--- src/rtl/iter_div_64_32_if.sv ---
// Handshake and operand bundle for the iterative divider.
// The master side is the issuing pipeline stage; the slave side is the divider.
interface iter_div_64_32_if #(
  parameter int XLEN = `ifdef RV32GC_ISA 32 `else 64 `endif
);
  logic            flush;
  logic            in_valid;
  logic            in_ready;
  logic [1:0]      op;
  logic            is_word;
  logic [XLEN-1:0] dividend;
  logic [XLEN-1:0] divisor;
  logic            out_valid;
  logic            out_ready;
  logic [XLEN-1:0] result;

  modport master (
    output flush, in_valid, op, is_word, dividend, divisor, out_ready,
    input  in_ready, out_valid, result
  );

  modport slave (
    input  flush, in_valid, op, is_word, dividend, divisor, out_ready,
    output in_ready, out_valid, result
  );
endinterface

--- src/rtl/iter_div_64_32.sv ---
// Radix-2 non-restoring divider for DIV/DIVU/REM/REMU and the RV64 W variants.
// One subtract/add-back step per cycle on an XLEN+1-bit partial remainder.
//
// state | meaning
// IDLE  | ready for a new operation; special cases resolve straight to DONE
// PREP  | operand width/sign conditioning, absolute values, counter load
// CALC  | one quotient bit per cycle, N cycles
// FIX   | remainder correction, sign fix-up, quotient/remainder select
// DONE  | result presented until the consumer takes it
module iter_div_64_32 #(
  parameter int XLEN = `ifdef RV32GC_ISA 32 `else 64 `endif
) (
  input  logic             clk,
  input  logic             rst_n,
  iter_div_64_32_if.slave  bus
);

  typedef enum logic [2:0] {
    S_IDLE,
    S_PREP,
    S_CALC,
    S_FIX,
    S_DONE
  } state_t;

  localparam logic [XLEN-1:0] MIN_NEG = {1'b1, {(XLEN-1){1'b0}}};

  state_t          state_q, state_d;
  logic [1:0]      op_q, op_d;
  logic            word_q, word_d;
  logic [XLEN-1:0] a_q, a_d;
  logic [XLEN-1:0] b_q, b_d;
  logic [XLEN:0]   rem_q, rem_d;
  logic [XLEN-1:0] quo_q, quo_d;
  logic [XLEN-1:0] divr_q, divr_d;
  logic [6:0]      cnt_q, cnt_d;
  logic            neg_quo_q, neg_quo_d;
  logic            neg_rem_q, neg_rem_d;
  logic [XLEN-1:0] result_q, result_d;

  function automatic logic [XLEN-1:0] sext32(input logic [31:0] x);
    logic [XLEN-1:0] r;
    r       = {XLEN{x[31]}};
    r[31:0] = x;
    return r;
  endfunction

  function automatic logic [XLEN-1:0] zext32(input logic [31:0] x);
    logic [XLEN-1:0] r;
    r       = '0;
    r[31:0] = x;
    return r;
  endfunction

  logic            accept;
  logic            word_in;
  logic            signed_in;
  logic            div_zero;
  logic            ovf;
  logic [XLEN-1:0] dvd_w;
  logic [XLEN-1:0] a_ext;
  logic [XLEN-1:0] b_ext;
  logic            sgn_op;
  logic            msb;
  logic [XLEN:0]   rem_sh;
  logic [XLEN:0]   rem_n;
  logic [XLEN-1:0] rem_f;
  logic [XLEN-1:0] quo_s;
  logic [XLEN-1:0] rem_s;
  logic [XLEN-1:0] sel;

  always_comb begin
    state_d   = state_q;
    op_d      = op_q;
    word_d    = word_q;
    a_d       = a_q;
    b_d       = b_q;
    rem_d     = rem_q;
    quo_d     = quo_q;
    divr_d    = divr_q;
    cnt_d     = cnt_q;
    neg_quo_d = neg_quo_q;
    neg_rem_d = neg_rem_q;
    result_d  = result_q;

    accept    = bus.in_valid && (state_q == S_IDLE) && !bus.flush;
    word_in   = (XLEN == 64) && bus.is_word;
    signed_in = ~bus.op[0];
    dvd_w     = word_in ? sext32(bus.dividend[31:0]) : bus.dividend;
    div_zero  = word_in ? (bus.divisor[31:0] == 32'h0) : (bus.divisor == '0);
    ovf       = signed_in &&
                (word_in ? ((bus.dividend[31:0] == 32'h8000_0000) &&
                            (bus.divisor[31:0] == 32'hFFFF_FFFF))
                         : ((bus.dividend == MIN_NEG) && (bus.divisor == '1)));

    sgn_op = ~op_q[0];
    if (word_q) begin
      a_ext = sgn_op ? sext32(a_q[31:0]) : zext32(a_q[31:0]);
      b_ext = sgn_op ? sext32(b_q[31:0]) : zext32(b_q[31:0]);
    end else begin
      a_ext = a_q;
      b_ext = b_q;
    end

    // W ops only iterate 32 times, so the bit fed into the remainder comes from bit 31
    msb    = word_q ? quo_q[31] : quo_q[XLEN-1];
    rem_sh = {rem_q[XLEN-1:0], msb};
    rem_n  = rem_q[XLEN] ? (rem_sh + {1'b0, divr_q}) : (rem_sh - {1'b0, divr_q});

    rem_f = rem_q[XLEN-1:0] + (rem_q[XLEN] ? divr_q : '0);
    quo_s = neg_quo_q ? (-quo_q) : quo_q;
    rem_s = neg_rem_q ? (-rem_f) : rem_f;
    sel   = op_q[1] ? rem_s : quo_s;

    unique case (state_q)
      S_IDLE: begin
        if (accept) begin
          op_d   = bus.op;
          word_d = word_in;
          a_d    = bus.dividend;
          b_d    = bus.divisor;
          if (div_zero) begin
            result_d = bus.op[1] ? dvd_w : '1;
            state_d  = S_DONE;
          end else if (ovf) begin
            result_d = bus.op[1] ? '0 : dvd_w;
            state_d  = S_DONE;
          end else begin
            state_d = S_PREP;
          end
        end
      end
      S_PREP: begin
        neg_quo_d = sgn_op && (a_ext[XLEN-1] ^ b_ext[XLEN-1]);
        neg_rem_d = sgn_op && a_ext[XLEN-1];
        quo_d     = (sgn_op && a_ext[XLEN-1]) ? (-a_ext) : a_ext;
        divr_d    = (sgn_op && b_ext[XLEN-1]) ? (-b_ext) : b_ext;
        rem_d     = '0;
        cnt_d     = word_q ? 7'd32 : 7'(XLEN);
        state_d   = S_CALC;
      end
      S_CALC: begin
        rem_d = rem_n;
        quo_d = {quo_q[XLEN-2:0], ~rem_n[XLEN]};
        cnt_d = cnt_q - 7'd1;
        if (cnt_q == 7'd1) state_d = S_FIX;
      end
      S_FIX: begin
        result_d = word_q ? sext32(sel[31:0]) : sel;
        state_d  = S_DONE;
      end
      S_DONE: begin
        if (bus.out_ready) state_d = S_IDLE;
      end
      default: state_d = S_IDLE;
    endcase

    if (bus.flush) state_d = S_IDLE;
  end

  always_ff @(posedge clk or negedge rst_n) begin
    if (!rst_n) begin
      state_q   <= S_IDLE;
      op_q      <= '0;
      word_q    <= 1'b0;
      a_q       <= '0;
      b_q       <= '0;
      rem_q     <= '0;
      quo_q     <= '0;
      divr_q    <= '0;
      cnt_q     <= '0;
      neg_quo_q <= 1'b0;
      neg_rem_q <= 1'b0;
      result_q  <= '0;
    end else begin
      state_q   <= state_d;
      op_q      <= op_d;
      word_q    <= word_d;
      a_q       <= a_d;
      b_q       <= b_d;
      rem_q     <= rem_d;
      quo_q     <= quo_d;
      divr_q    <= divr_d;
      cnt_q     <= cnt_d;
      neg_quo_q <= neg_quo_d;
      neg_rem_q <= neg_rem_d;
      result_q  <= result_d;
    end
  end

  assign bus.in_ready  = (state_q == S_IDLE);
  assign bus.out_valid = (state_q == S_DONE);
  assign bus.result    = result_q;

endmodule

--- src/flat_wrapper.sv ---
// flat-port wrapper written by rule: the top's interface ports become plain ports
module iter_div_64_32_flat 
#(
  parameter int XLEN =  64 
)
  (clk, rst_n, bus_flush, bus_in_valid, bus_op, bus_is_word, bus_dividend, bus_divisor, bus_out_ready, bus_in_ready, bus_out_valid, bus_result);
  iter_div_64_32_if #(.XLEN(XLEN)) bus_i ();
  input  logic clk;
  input  logic rst_n;
  input wire logic [$bits(bus_i.flush)-1:0] bus_flush;
  input wire logic [$bits(bus_i.in_valid)-1:0] bus_in_valid;
  input wire logic [$bits(bus_i.op)-1:0] bus_op;
  input wire logic [$bits(bus_i.is_word)-1:0] bus_is_word;
  input wire logic [$bits(bus_i.dividend)-1:0] bus_dividend;
  input wire logic [$bits(bus_i.divisor)-1:0] bus_divisor;
  input wire logic [$bits(bus_i.out_ready)-1:0] bus_out_ready;
  output wire logic [$bits(bus_i.in_ready)-1:0] bus_in_ready;
  output wire logic [$bits(bus_i.out_valid)-1:0] bus_out_valid;
  output wire logic [$bits(bus_i.result)-1:0] bus_result;
  assign bus_i.flush = bus_flush;
  assign bus_i.in_valid = bus_in_valid;
  assign bus_i.op = bus_op;
  assign bus_i.is_word = bus_is_word;
  assign bus_i.dividend = bus_dividend;
  assign bus_i.divisor = bus_divisor;
  assign bus_i.out_ready = bus_out_ready;
  assign bus_in_ready = bus_i.in_ready;
  assign bus_out_valid = bus_i.out_valid;
  assign bus_result = bus_i.result;
  iter_div_64_32 #(.XLEN(XLEN)) u_core (.clk(clk), .rst_n(rst_n), .bus(bus_i));
endmodule
--- config.mk ---
export PLATFORM = sky130hd
export DESIGN_NAME = iter_div_64_32_flat
export DESIGN_NICKNAME = d
export VERILOG_FILES = /design/src/rtl/iter_div_64_32_if.sv /design/src/rtl/iter_div_64_32.sv /design/src/flat_wrapper.sv
export SDC_FILE = /design/constraint.sdc
export NUM_CORES = 2
export LEC_CHECK = 0
export ABC_AREA = 1
export ABC_CLOCK_PERIOD_IN_PS = 12000
export BUFFER_PORTS_ARGS = -buffer_cell sky130_fd_sc_hd__buf_2
export CAP_MARGIN = 40
export CORE_MARGIN = 10
export CORE_UTILIZATION = 45
export CTS_CLUSTER_DIAMETER = 100
export CTS_CLUSTER_SIZE = 8
export DETAILED_ROUTE_END_ITERATION = 7
export GPL_TIMING_DRIVEN = 0
export PLACE_DENSITY_LB_ADDON = 0.3
export SYNTH_ARGS = -nofsm -noshare
export SYNTH_HDL_FRONTEND = slang
export SYNTH_SLANG_ARGS = --single-unit
--- constraint.sdc ---
create_clock -name clk -period 12 [get_ports clk]
set_clock_uncertainty 0.2 [all_clocks]
set_input_delay 2.4 -clock clk [delete_from_list [all_inputs] [get_ports clk]]
set_output_delay 2.4 -clock clk [all_outputs]
set_load 0.005 [all_outputs]
==> flow_metrics.env <==
export IMPL_placed_area_sq_um=40500
export IMPL_synthDistinctLibCells=65
export IMPL_startpoint_type="register"
export IMPL_met3_length_um=17500
export IMPL_routed_wl_um=185000
export IMPL_grt_pass1_wl_um=269000
export IMPL_initial_utilization_pct=45.3
export IMPL_r2r_setup_slack_ns=5.24
export IMPL_r2r_start="u_core.rem_q[64]"
export IMPL_switchingPower_w=0.00738
export IMPL_area_growth_pct=11.5
export IMPL_async_flop_share_pct=100
export IMPL_slowest_stage="clkbuf_1"
export IMPL_io_buffers=201
export IMPL_p_int_w=0.00532
export IMPL_wl_per_cell_um=24.1
export IMPL_cpMostUsedCell="nand2_1"
export IMPL_hold_depth=2
export IMPL_slew_headroom_pct=37.7
export IMPL_num_rows=106
export IMPL_n_fill_cell=8965
export IMPL_yosysWarnings=0
export IMPL_critPathRequiredTime_ns=12.42
export IMPL_antenna_left=0
export IMPL_avgSynthCellArea_sq_um=6.03
export IMPL_ir_worst_vdd_uv=150
export IMPL_cts_root_buf="clkbuf_16"
export IMPL_core_area_sq_um=83600
export IMPL_critPathKind="register to register"
export IMPL_cts_resized=0
export IMPL_design_area_sq_um=42200
export IMPL_drive_above_1_share_pct=6.94
export IMPL_die_area_sq_um=96100
export IMPL_hold_end="u_core.bus.result[49]"
export IMPL_place_hpwl_um=155000
export IMPL_final_cell_mix="nand2_1, inv_1, nor2_1"
export IMPL_vias_per_cell=5.72
export IMPL_pwr_share_seq_pct=21.6
export IMPL_hold_start="u_core.bus.result[49]"
export IMPL_hold_class="register to register"
export IMPL_layout_commonest_cell="nand2_1"
export IMPL_grt_max_degree=115
export IMPL_netlist_area_sq_um=37800
export IMPL_clock_latency_ns=0.68
export IMPL_drtIter0Drc=5000
export IMPL_cts_buffers=59
export IMPL_period_share_pct=56.3
export IMPL_p_clk_share_pct=12.7
export IMPL_max_freq_mhz=148
export IMPL_ys_seq_elements=400
export IMPL_netlist_instances=6278
export IMPL_status="finished clean"
export IMPL_dr_wl_met2_um=79400
export IMPL_power_density_nw_per_um2=301
export IMPL_clk_pin_slew_worst_paths_ns=0.06
export IMPL_drv_cap=0
export IMPL_drv_slew=0
export IMPL_finalHoldViolations=0
export IMPL_cts_sinks=400
export IMPL_critPathMaxStageDelay_ns=0.61
export IMPL_whs_ns=0.276
export IMPL_grt_use_total_pct=37.5
export IMPL_p_leak_nw=22.4
export IMPL_wl_met1_um=78400
export IMPL_clock_path_buffers=3
export IMPL_grt_pass1_vias=40600
export IMPL_rsz0062_at_grt="no"
export IMPL_via_count=43800
export IMPL_syn_nets=6550
export IMPL_seq_area_frac_synth_pct=26.5
export IMPL_cts_setup_buffers=0
export IMPL_cp_max_fo=10
export IMPL_tritoncts="built"
export IMPL_synth_edf_count=0
export IMPL_min_period_ns=6.76
export IMPL_reg2regPathDepth=29
export IMPL_worstPathArrival_ns=7.17
export IMPL_setup_viol_count_final=0
export IMPL_p_comb_share_pct=65.6
export IMPL_switching_share_pct=58.1
export IMPL_gr_total_overflow=0
export IMPL_postCtsHoldBufs=0
export IMPL_maxUsedRoutingLayer="met4"
export IMPL_r2r_end="u_core.bus.result[47]"
export IMPL_place_congestion=1.04
export IMPL_fin_tns_setup_ns=0
export IMPL_critPathCaptureType="register"
export IMPL_synth_top_flop_cell="dfrtp_1"
export IMPL_htreeDepth=2
export IMPL_die_w_um=310
export IMPL_post_route_drc_count=0
export IMPL_finalNetCount=6837
export IMPL_dr_pass1_iters=6
export IMPL_antenna_found_initial=0
export IMPL_pin_count=202
export IMPL_worst_slew_pin_slew_ns=0.928
export IMPL_chipHeight_um=310
==> logic make-up after synthesis <==
family	share of synthesized area (%)
fa+ha+maj	4.54
xor+xnor	4.54
buf+inv	12.4
simple gates	36.1
flops	26.5
compound gates	16.0
==> power by group through the flow <==
stage	registers (W)	logic [W]	clock network, W
floorplan	0.00233	0.00533	0
global placement	0.00270	0.00796	0
detailed placement	0.00270	0.00803	0
CTS	0.00269	0.00807	0.00162
global route	0.00277	0.00907	0.00167
finish	0.00275	0.00834	0.00161
==> how the worst max path moves through the flow <==
stage          cells after the start              from                    end
2_1_floorplan                     11   bus_divisor[12]  u_core.bus.result[46]
3_3_place_gp                       1             rst_n  u_core.bus.result[60]
3_5_place_dp                      31  u_core.rem_q[64]  u_core.bus.result[43]
4_1_cts                           31  u_core.rem_q[64]  u_core.bus.result[43]
5_1_grt                           31  u_core.rem_q[64]  u_core.bus.result[43]
6_report                          29  u_core.rem_q[64]  u_core.bus.result[47]
==> final cells by class <==
cell class | instances | area [sq um] | share of cell area (%)
timing repair buffer | 226 | 1320 | 3.12
inverter | 1032 | 3870 | 9.18
antenna | 2 | 5.00 | 0.0119
multi-input combinational | 4655 | 23100 | 54.9
clock inverter | 10 | 188 | 0.445
clock buffer | 60 | 1480 | 3.51
tap | 1080 | 1350 | 3.20
buffer | 191 | 822 | 1.95
sequential | 400 | 10000 | 23.7
==> flip-flops by register name, summed over array words and instances, names as in the netlist <==
| register | flops |
|---|---|
| u_core.word_q | 1 |
| u_core.op_q | 2 |
| u_core.neg_rem_q | 1 |
| u_core.bus.result | 64 |
| u_core.divr_q | 64 |
| u_core.neg_quo_q | 1 |
| u_core.cnt_q | 7 |
| u_core.rem_q | 65 |
| u_core.state_q | 3 |
| u_core.quo_q | 64 |
| u_core.a_q | 64 |
| u_core.b_q | 64 |
==> worst max-delay path: cells and delay by family, from the launching register on <==
family | cells | cell delay [ns]
buffers and inverters | 6 | 1.97
AOI/OAI and AO/OA | 1 | 0.47
DFF | 1 | 0.32
adders and majority gates | 2 | 0.97
and+or+nand+nor | 20 | 2.79
==> per-layer routing <==
metal	vias up	GRT usage, %
met4	0	16.7
li1	20700	-
met5	-	0
met1	20600	50.4
met3	363	7.66
met2	2093	57.6
==> synth_stat cells, drive strengths merged (4+ instances only) <==
cell type / n / area (sq um)
a2111oi: 4 / 35.0
a21boi: 4 / 30.0
a21o: 12 / 90.1
a21oi: 321 / 1610
a311oi: 4 / 35.0
a31oi: 70 / 438
and2: 8 / 50.1
buf: 42 / 253
clkbuf: 147 / 552
clkinv: 6 / 22.5
dfrtp: 400 / 10000
ha: 134 / 1680
inv: 1026 / 3850
nand2: 1976 / 7490
nand3: 303 / 1590
nand3b: 18 / 135
nand4: 88 / 557
nor2: 654 / 2610
nor3: 123 / 687
nor4: 65 / 407
o2111ai: 8 / 70.1
o211ai: 20 / 150
o21a: 7 / 52.6
o21ai: 501 / 2540
o21bai: 8 / 60.1
o221ai: 63 / 552
o22ai: 12 / 75.1
o31ai: 22 / 179
or2: 14 / 87.6
xnor2: 62 / 543
xor2: 134 / 1170
==> stage by stage <==
stage	instances	worst slack, ns	util [%]	power [W]
after detailed placement	7584	5.48	48.5	0.0107
after CTS	7654	5.47	50.5	0.0124
after global routing	7654	4.87	50.5	0.0135
after global placement	7559	-0.164	48.1	0.0107
after floorplan	6278	7.51	-	0.00767
final	7656	5.24	50.5	0.0127
Note: power is estimated with default switching activity, not from simulation.
